[config.mk]
export PLATFORM = sky130hd
export DESIGN_NAME = port_reader_flat
export DESIGN_NICKNAME = d
export VERILOG_FILES = /design/src/rtl/port_reader_if.sv /design/src/rtl/port_reader.sv /design/src/flat_wrapper.sv
export SDC_FILE = /design/constraint.sdc
export NUM_CORES = 1
export LEC_CHECK = 0
export CORE_MARGIN = 4
export CORE_UTILIZATION = 44
export CTS_BUF_LIST = sky130_fd_sc_hd__clkbuf_8
export DETAILED_ROUTE_END_ITERATION = 10
export PLACE_DENSITY = 0.93
export SYNTH_ARGS = -nofsm -noshare
export SYNTH_HDL_FRONTEND = slang
export SYNTH_SLANG_ARGS = --single-unit
[constraint.sdc]
create_clock -name clk -period 4.1 [get_ports clk]
set_clock_uncertainty 0.05 [all_clocks]
set_input_delay 0.615 -clock clk [delete_from_list [all_inputs] [get_ports clk]]
set_output_delay 0.615 -clock clk [all_outputs]
set_load 0.02 [all_outputs]
[src/rtl/port_reader_if.sv]
// Bundle between a node and its four neighbour ports: the node-side read
// request, the per-neighbour valid/data/ack lines, and the read results.
interface port_reader_if #(
  parameter int WIDTH = 11
);
  logic                    clk_en;
  logic                    rd_req;
  logic [2:0]              rd_sel;
  logic [3:0]              in_valid;
  logic [4*WIDTH-1:0]      in_data;
  logic [3:0]              in_ack;
  logic signed [WIDTH-1:0] rd_data;
  logic                    rd_done;
  logic                    busy;
  logic [2:0]              last_port;

  // Node and neighbours drive requests and words; the reader answers.
  modport master (
    output clk_en, rd_req, rd_sel, in_valid, in_data,
    input  in_ack, rd_data, rd_done, busy, last_port
  );

  modport slave (
    input  clk_en, rd_req, rd_sel, in_valid, in_data,
    output in_ack, rd_data, rd_done, busy, last_port
  );
endinterface

[src/rtl/port_reader.sv]
// Blocking single-word reader for a node with four neighbour ports.
// A request resolves its source (fixed port, ANY, LAST or NIL), then waits
// in WAIT until the target has a word, consumes exactly one port and
// returns the word. ANY picks LEFT > RIGHT > UP > DOWN and remembers the
// chosen port for later LAST reads.
module port_reader #(
  parameter int WIDTH = 11
) (
  input  logic        clk,
  input  logic        reset,
  port_reader_if.slave bus
);

  localparam logic [2:0] SEL_ANY   = 3'd4;
  localparam logic [2:0] SEL_LAST  = 3'd5;
  localparam logic [2:0] PORT_NONE = 3'd7;

  typedef enum logic {IDLE, WAIT} state_t;

  state_t                  state_q, state_d;
  logic [2:0]              target_q, target_d;
  logic signed [WIDTH-1:0] data_q, data_d;
  logic [2:0]              last_q, last_d;
  logic [3:0]              ack_q, ack_d;
  logic                    done_q, done_d;

  logic [2:0]              resolved;
  logic [1:0]              port_sel;
  logic                    hit;

  // ANY arbitration: LEFT(2) > RIGHT(3) > UP(0) > DOWN(1).
  function automatic logic [1:0] any_pick(input logic [3:0] v);
    if (v[2])      return 2'd2;
    else if (v[3]) return 2'd3;
    else if (v[0]) return 2'd0;
    else           return 2'd1;
  endfunction

  // Extract the signed word of one neighbour from the packed data bus.
  function automatic logic signed [WIDTH-1:0] port_word(
    input logic [4*WIDTH-1:0] d,
    input logic [1:0]         p
  );
    return $signed(d[int'(p)*WIDTH +: WIDTH]);
  endfunction

  // State and result registers; strobes default low every clock.
  always_ff @(posedge clk) begin
    if (reset) begin
      state_q  <= IDLE;
      target_q <= 3'd0;
      data_q   <= '0;
      last_q   <= PORT_NONE;
      ack_q    <= 4'b0000;
      done_q   <= 1'b0;
    end else begin
      state_q  <= state_d;
      target_q <= target_d;
      data_q   <= data_d;
      last_q   <= last_d;
      ack_q    <= ack_d;
      done_q   <= done_d;
    end
  end

  // Source resolution, completion test and next-state/strobe decode.
  always_comb begin
    state_d  = state_q;
    target_d = target_q;
    data_d   = data_q;
    last_d   = last_q;
    ack_d    = 4'b0000;
    done_d   = 1'b0;
    resolved = (bus.rd_sel == SEL_LAST) ? last_q : bus.rd_sel;

    if (target_q == SEL_ANY) begin
      hit      = |bus.in_valid;
      port_sel = any_pick(bus.in_valid);
    end else begin
      hit      = bus.in_valid[target_q[1:0]];
      port_sel = target_q[1:0];
    end

    if (bus.clk_en) begin
      case (state_q)
        IDLE: begin
          if (bus.rd_req) begin
            if (resolved <= SEL_ANY) begin
              target_d = resolved;
              state_d  = WAIT;
            end else begin
              // NIL source (including LAST with no remembered port).
              data_d = '0;
              done_d = 1'b1;
            end
          end
        end
        WAIT: begin
          if (hit) begin
            data_d  = port_word(bus.in_data, port_sel);
            ack_d   = 4'b0001 << port_sel;
            done_d  = 1'b1;
            state_d = IDLE;
            if (target_q == SEL_ANY) last_d = {1'b0, port_sel};
          end
        end
        default: state_d = IDLE;
      endcase
    end
  end

  assign bus.in_ack    = ack_q;
  assign bus.rd_data   = data_q;
  assign bus.rd_done   = done_q;
  assign bus.busy      = (state_q == WAIT);
  assign bus.last_port = last_q;

endmodule
[src/flat_wrapper.sv]
// flat-port wrapper written by rule: the top's interface ports become plain ports
module port_reader_flat 
#(
  parameter int WIDTH = 11
)
  (clk, reset, bus_clk_en, bus_rd_req, bus_rd_sel, bus_in_valid, bus_in_data, bus_in_ack, bus_rd_data, bus_rd_done, bus_busy, bus_last_port);
  port_reader_if #(.WIDTH(WIDTH)) bus_i ();
  input  logic clk;
  input  logic reset;
  input wire logic [$bits(bus_i.clk_en)-1:0] bus_clk_en;
  input wire logic [$bits(bus_i.rd_req)-1:0] bus_rd_req;
  input wire logic [$bits(bus_i.rd_sel)-1:0] bus_rd_sel;
  input wire logic [$bits(bus_i.in_valid)-1:0] bus_in_valid;
  input wire logic [$bits(bus_i.in_data)-1:0] bus_in_data;
  output wire logic [$bits(bus_i.in_ack)-1:0] bus_in_ack;
  output wire logic [$bits(bus_i.rd_data)-1:0] bus_rd_data;
  output wire logic [$bits(bus_i.rd_done)-1:0] bus_rd_done;
  output wire logic [$bits(bus_i.busy)-1:0] bus_busy;
  output wire logic [$bits(bus_i.last_port)-1:0] bus_last_port;
  assign bus_i.clk_en = bus_clk_en;
  assign bus_i.rd_req = bus_rd_req;
  assign bus_i.rd_sel = bus_rd_sel;
  assign bus_i.in_valid = bus_in_valid;
  assign bus_i.in_data = bus_in_data;
  assign bus_in_ack = bus_i.in_ack;
  assign bus_rd_data = bus_i.rd_data;
  assign bus_rd_done = bus_i.rd_done;
  assign bus_busy = bus_i.busy;
  assign bus_last_port = bus_i.last_port;
  port_reader #(.WIDTH(WIDTH)) u_core (.clk(clk), .reset(reset), .bus(bus_i));
endmodule
==> metrics.log <==
INFO  metric maxCapViolCount = 0
INFO  metric dominant_synthesized_flop_cell = sky130_fd_sc_hd__dfxtp_1
INFO  metric power.share.clock = between 20% and 30%
INFO  metric hpwl = around 3.5 mm
INFO  metric unrepaired_setup_endpoints_after_global_routing = no
INFO  metric fill_cells = 238
INFO  metric fin_nets = 283
INFO  metric htree_num_levels = 1
INFO  metric worst_ep_arrival_time = 2720 ps
INFO  metric final_worst_path_cycle_share = 65.1%
INFO  metric utilization = 71.4%
INFO  metric setup_tns = 0 ps
INFO  metric cellPowerDensity = between 200 and 250 nW/um^2
INFO  metric postCtsSetupRepairBufs = 0
INFO  metric core = 3130 sq um
INFO  metric relSlewSlack = 34.6%
INFO  metric register_to_register_path_setup_slack = about 1700 ps
INFO  metric wire_length_after_detailed_routing = 4.60 mm
INFO  metric power_frac_seq = 45.1%
INFO  metric synth-async-reset-ratio = 0%
INFO  metric netsw = 140 uW
INFO  metric detailroute.via_count = 1571
INFO  metric cts_made_buffers = 3
INFO  metric worst_skew_pair_later_pin_latency = 260 ps
INFO  metric std_cell_rows = 20
INFO  metric floorplan.die_area = between 4000 and 5000 sq um
INFO  metric areaGrowthSynthToFinish = 51.2%
INFO  metric post_cts_resized = 0
INFO  metric synth_warnings = 0
INFO  metric final_max_slew_viol_count = 0
INFO  metric track_usage = 21.1%
INFO  metric grt_start_max_net_pins = 29
INFO  metric critical_path.max_fanout = 11
INFO  metric root_buffer_cell = sky130_fd_sc_hd__clkbuf_8
INFO  metric switching_share = 27.1%
INFO  metric number_of_cells_traversed_by_the_worst_register_to_register_path = 4
INFO  metric crit_path_end_kind = flip-flop
INFO  metric grt_pass1_vias = 1543
INFO  metric worst_hold_margin = between 400 and 500 ps
INFO  metric peakVddDrop = 0.120 mV
INFO  metric effective_utilization_at_floorplan = a little under half
INFO  metric synth.ff_latch_count = 23
INFO  metric crit_type = in2reg
INFO  metric syn-num-nets = 217
INFO  metric timing.hold.worst.class = reg2reg
INFO  metric critical_path_required = 4150 ps
INFO  metric regToRegEndpoint = u_core.bus.rd_data[4]
INFO  metric finalWeightedCongestion = 0.795
INFO  metric syn_area_per_cell = 9.12 sq um
INFO  metric floorplan.die.height = 66.0 microns
INFO  metric rr_startpoint = u_core.target_q[0]
INFO  metric worstMarginPinSlew = 977 ps
INFO  metric cell_int_power = 376 uW
INFO  metric detail_route.vias_per_cell = 5.80
INFO  metric fin_crit = 2670 ps
INFO  metric cts.sinks = 23
INFO  metric ant_nets = 0
INFO  metric io_port_bufs = 74
INFO  metric i_o_pins = 75
INFO  metric p_total = about 520 uW
INFO  metric die_w = 66.0 microns
INFO  metric clock_tree.buffer_depth = 2
INFO  metric min_delay_path_depth = 2
INFO  metric post-route-drc-count = 0
INFO  metric postSynthCellCount = 162
INFO  metric synthesis.area = roughly 1500 sq um
INFO  metric finalHoldViolCount = 0
INFO  metric pre_repair_dr_iteration_count = 4
INFO  metric synth_seq_area_share = between 30% and 40%
INFO  metric setup_viol_count_final = 0
INFO  metric clk_pin_slew_worst_paths = ~80 ps
INFO  metric dr.first_iter.drc_count = 132
INFO  metric wl_per_cell = ~17 microns
INFO  metric globalRouteOverflowTotal = 0
INFO  metric antenna_cells_inserted = 0
INFO  metric static-leakage-power = 0.000783 uW
INFO  metric timing.fmax = 375 MHz
INFO  metric grt_antenna_before_repair = 0
INFO  metric worstSetupStartpointType = input pin
INFO  metric min_delay_worst_endpoint = u_core.bus.rd_data[2]
INFO  metric timing.hold.worst.start = u_core.bus.rd_data[2]
INFO  metric status = completed
INFO  metric drive_gt1_share = 7.05%
INFO  metric synth-edff-count = 0
INFO  metric cts_hold_bufs = 0
INFO  metric synth.distinct_cells = 39
INFO  metric wire_length_of_the_first_global_routing_pass = 7.28 mm
INFO  metric tritoncts = built
INFO  metric comb_power_share = between 20 and 30%
synthesized netlist by cell type, types with 3 or more instances:
cell,count,share of area [%]
sky130_fd_sc_hd__nor2b_1,20,8.5
sky130_fd_sc_hd__nand2_1,7,1.8
sky130_fd_sc_hd__clkbuf_1,8,2.0
sky130_fd_sc_hd__dfxtp_1,23,31
sky130_fd_sc_hd__a221oi_1,22,13
sky130_fd_sc_hd__nor2_1,5,1.3
sky130_fd_sc_hd__buf_6,3,2.3
sky130_fd_sc_hd__a21oi_1,7,2.4
sky130_fd_sc_hd__nor3_1,5,1.7
sky130_fd_sc_hd__o32ai_2,5,5.5
sky130_fd_sc_hd__buf_2,3,1.0
sky130_fd_sc_hd__nand3_1,11,3.7
sky130_fd_sc_hd__o32ai_1,6,3.6
sky130_fd_sc_hd__o21ai_0,4,1.4
sky130_fd_sc_hd__inv_1,6,1.5
cell families after synthesis:
group / synth area share (%)
AOI/OAI and AO/OA: 33.7
buffers and inverters: 8.21
DFF: 31.2
muxes: 3.98
and+or+nand+nor: 22.9
per-stage QoR:
step | setup WS, ps | cells | cell area, sq um
after global routing | 1320 | 271 | 2230
after detailed placement | 1180 | 267 | 2190
after global placement | 1250 | 267 | 2190
after CTS | 1430 | 271 | 2230
final | 1430 | 271 | 2230
after floorplan | 2150 | 162 | 1480
critical path: stages:
cell                              delay, ps
sky130_fd_sc_hd__clkdlybuf4s50_1        540
sky130_fd_sc_hd__inv_1                   60
sky130_fd_sc_hd__mux4_1                 560
sky130_fd_sc_hd__nor2_1                 770
sky130_fd_sc_hd__o32ai_1                180
worst max path at each step:
stage	startpoint	endpoint	cells past startpoint
after floorplan	bus_in_valid[2]	u_core.bus.rd_data[0]	5
after global placement	bus_in_valid[2]	u_core.bus.rd_data[7]	5
after detailed placement	bus_in_valid[2]	u_core.bus.rd_data[4]	5
after CTS	bus_in_valid[2]	u_core.bus.rd_data[4]	5
after global routing	bus_in_valid[2]	u_core.bus.rd_data[4]	5
final	bus_in_valid[2]	u_core.bus.rd_data[4]	5
cell type report:
class | instances | area [sq um] | area share, %
multi-input combinational | 118 | 896 | 40.1
sequential | 23 | 460 | 20.6
inverter | 6 | 22.5 | 1.01
tap | 44 | 55.1 | 2.46
timing repair buffer | 76 | 756 | 33.8
clock buffer | 3 | 41.3 | 1.85
clock inverter | 1 | 3.75 | 0.168
layer usage:
metal  share of wire (%)  vias to the layer above  global-route usage, %  routed length [microns]
li1                    -                      761                      -                        -
met1                  39                      729                   24.9                     1810
met2                  50                       71                   37.7                     2310
met3                 8.1                       10                   3.91                      373
met4                 2.3                        0                   7.61                      106
met5                   0                        -                      0                        0
power by group through the flow:
stage,combinational [uW],sequential (uW),clock (uW)
after floorplan,68.4,241,0
after global placement,141,238,0
after detailed placement,144,238,0
after CTS,145,233,137
after global routing,157,234,145
final,145,233,138
registers in the layout, summed over array words and instances, names as in the netlist:
name                  flops
u_core.bus.in_ack         4
u_core.bus.rd_data       11
u_core.bus.last_port      3
u_core.bus.busy           1
u_core.target_q           3
u_core.bus.rd_done        1
cells in the final DEF, fill, tap and decap left out:
cell,n
sky130_fd_sc_hd__a211oi_1,1
sky130_fd_sc_hd__a21o_1,1
sky130_fd_sc_hd__a21oi_1,7
sky130_fd_sc_hd__a221oi_1,22
sky130_fd_sc_hd__a311oi_1,1
sky130_fd_sc_hd__a31o_2,1
sky130_fd_sc_hd__a31oi_1,2
sky130_fd_sc_hd__and2b_1,2
sky130_fd_sc_hd__and3b_1,1
sky130_fd_sc_hd__buf_4,2
sky130_fd_sc_hd__clkbuf_8,3
sky130_fd_sc_hd__clkdlybuf4s50_1,74
sky130_fd_sc_hd__dfxtp_1,23
sky130_fd_sc_hd__inv_1,7
sky130_fd_sc_hd__mux2i_1,1
sky130_fd_sc_hd__mux4_1,1
sky130_fd_sc_hd__mux4_2,1
sky130_fd_sc_hd__nand2_1,7
sky130_fd_sc_hd__nand2b_1,1
sky130_fd_sc_hd__nand3_1,11
sky130_fd_sc_hd__nand3_4,1
sky130_fd_sc_hd__nor2_1,5
sky130_fd_sc_hd__nor2b_1,20
sky130_fd_sc_hd__nor3_1,5
sky130_fd_sc_hd__nor3b_2,1
sky130_fd_sc_hd__o211a_1,1
sky130_fd_sc_hd__o211a_4,1
sky130_fd_sc_hd__o211ai_1,1
sky130_fd_sc_hd__o211ai_2,1
sky130_fd_sc_hd__o21a_1,1
sky130_fd_sc_hd__o21ai_0,4
sky130_fd_sc_hd__o311ai_0,1
sky130_fd_sc_hd__o31ai_1,1
sky130_fd_sc_hd__o32ai_1,6
sky130_fd_sc_hd__o32ai_2,5
sky130_fd_sc_hd__or2_1,2
sky130_fd_sc_hd__or3b_1,1
sky130_fd_sc_hd__or4_1,1
(Power assumes the default switching activity.)
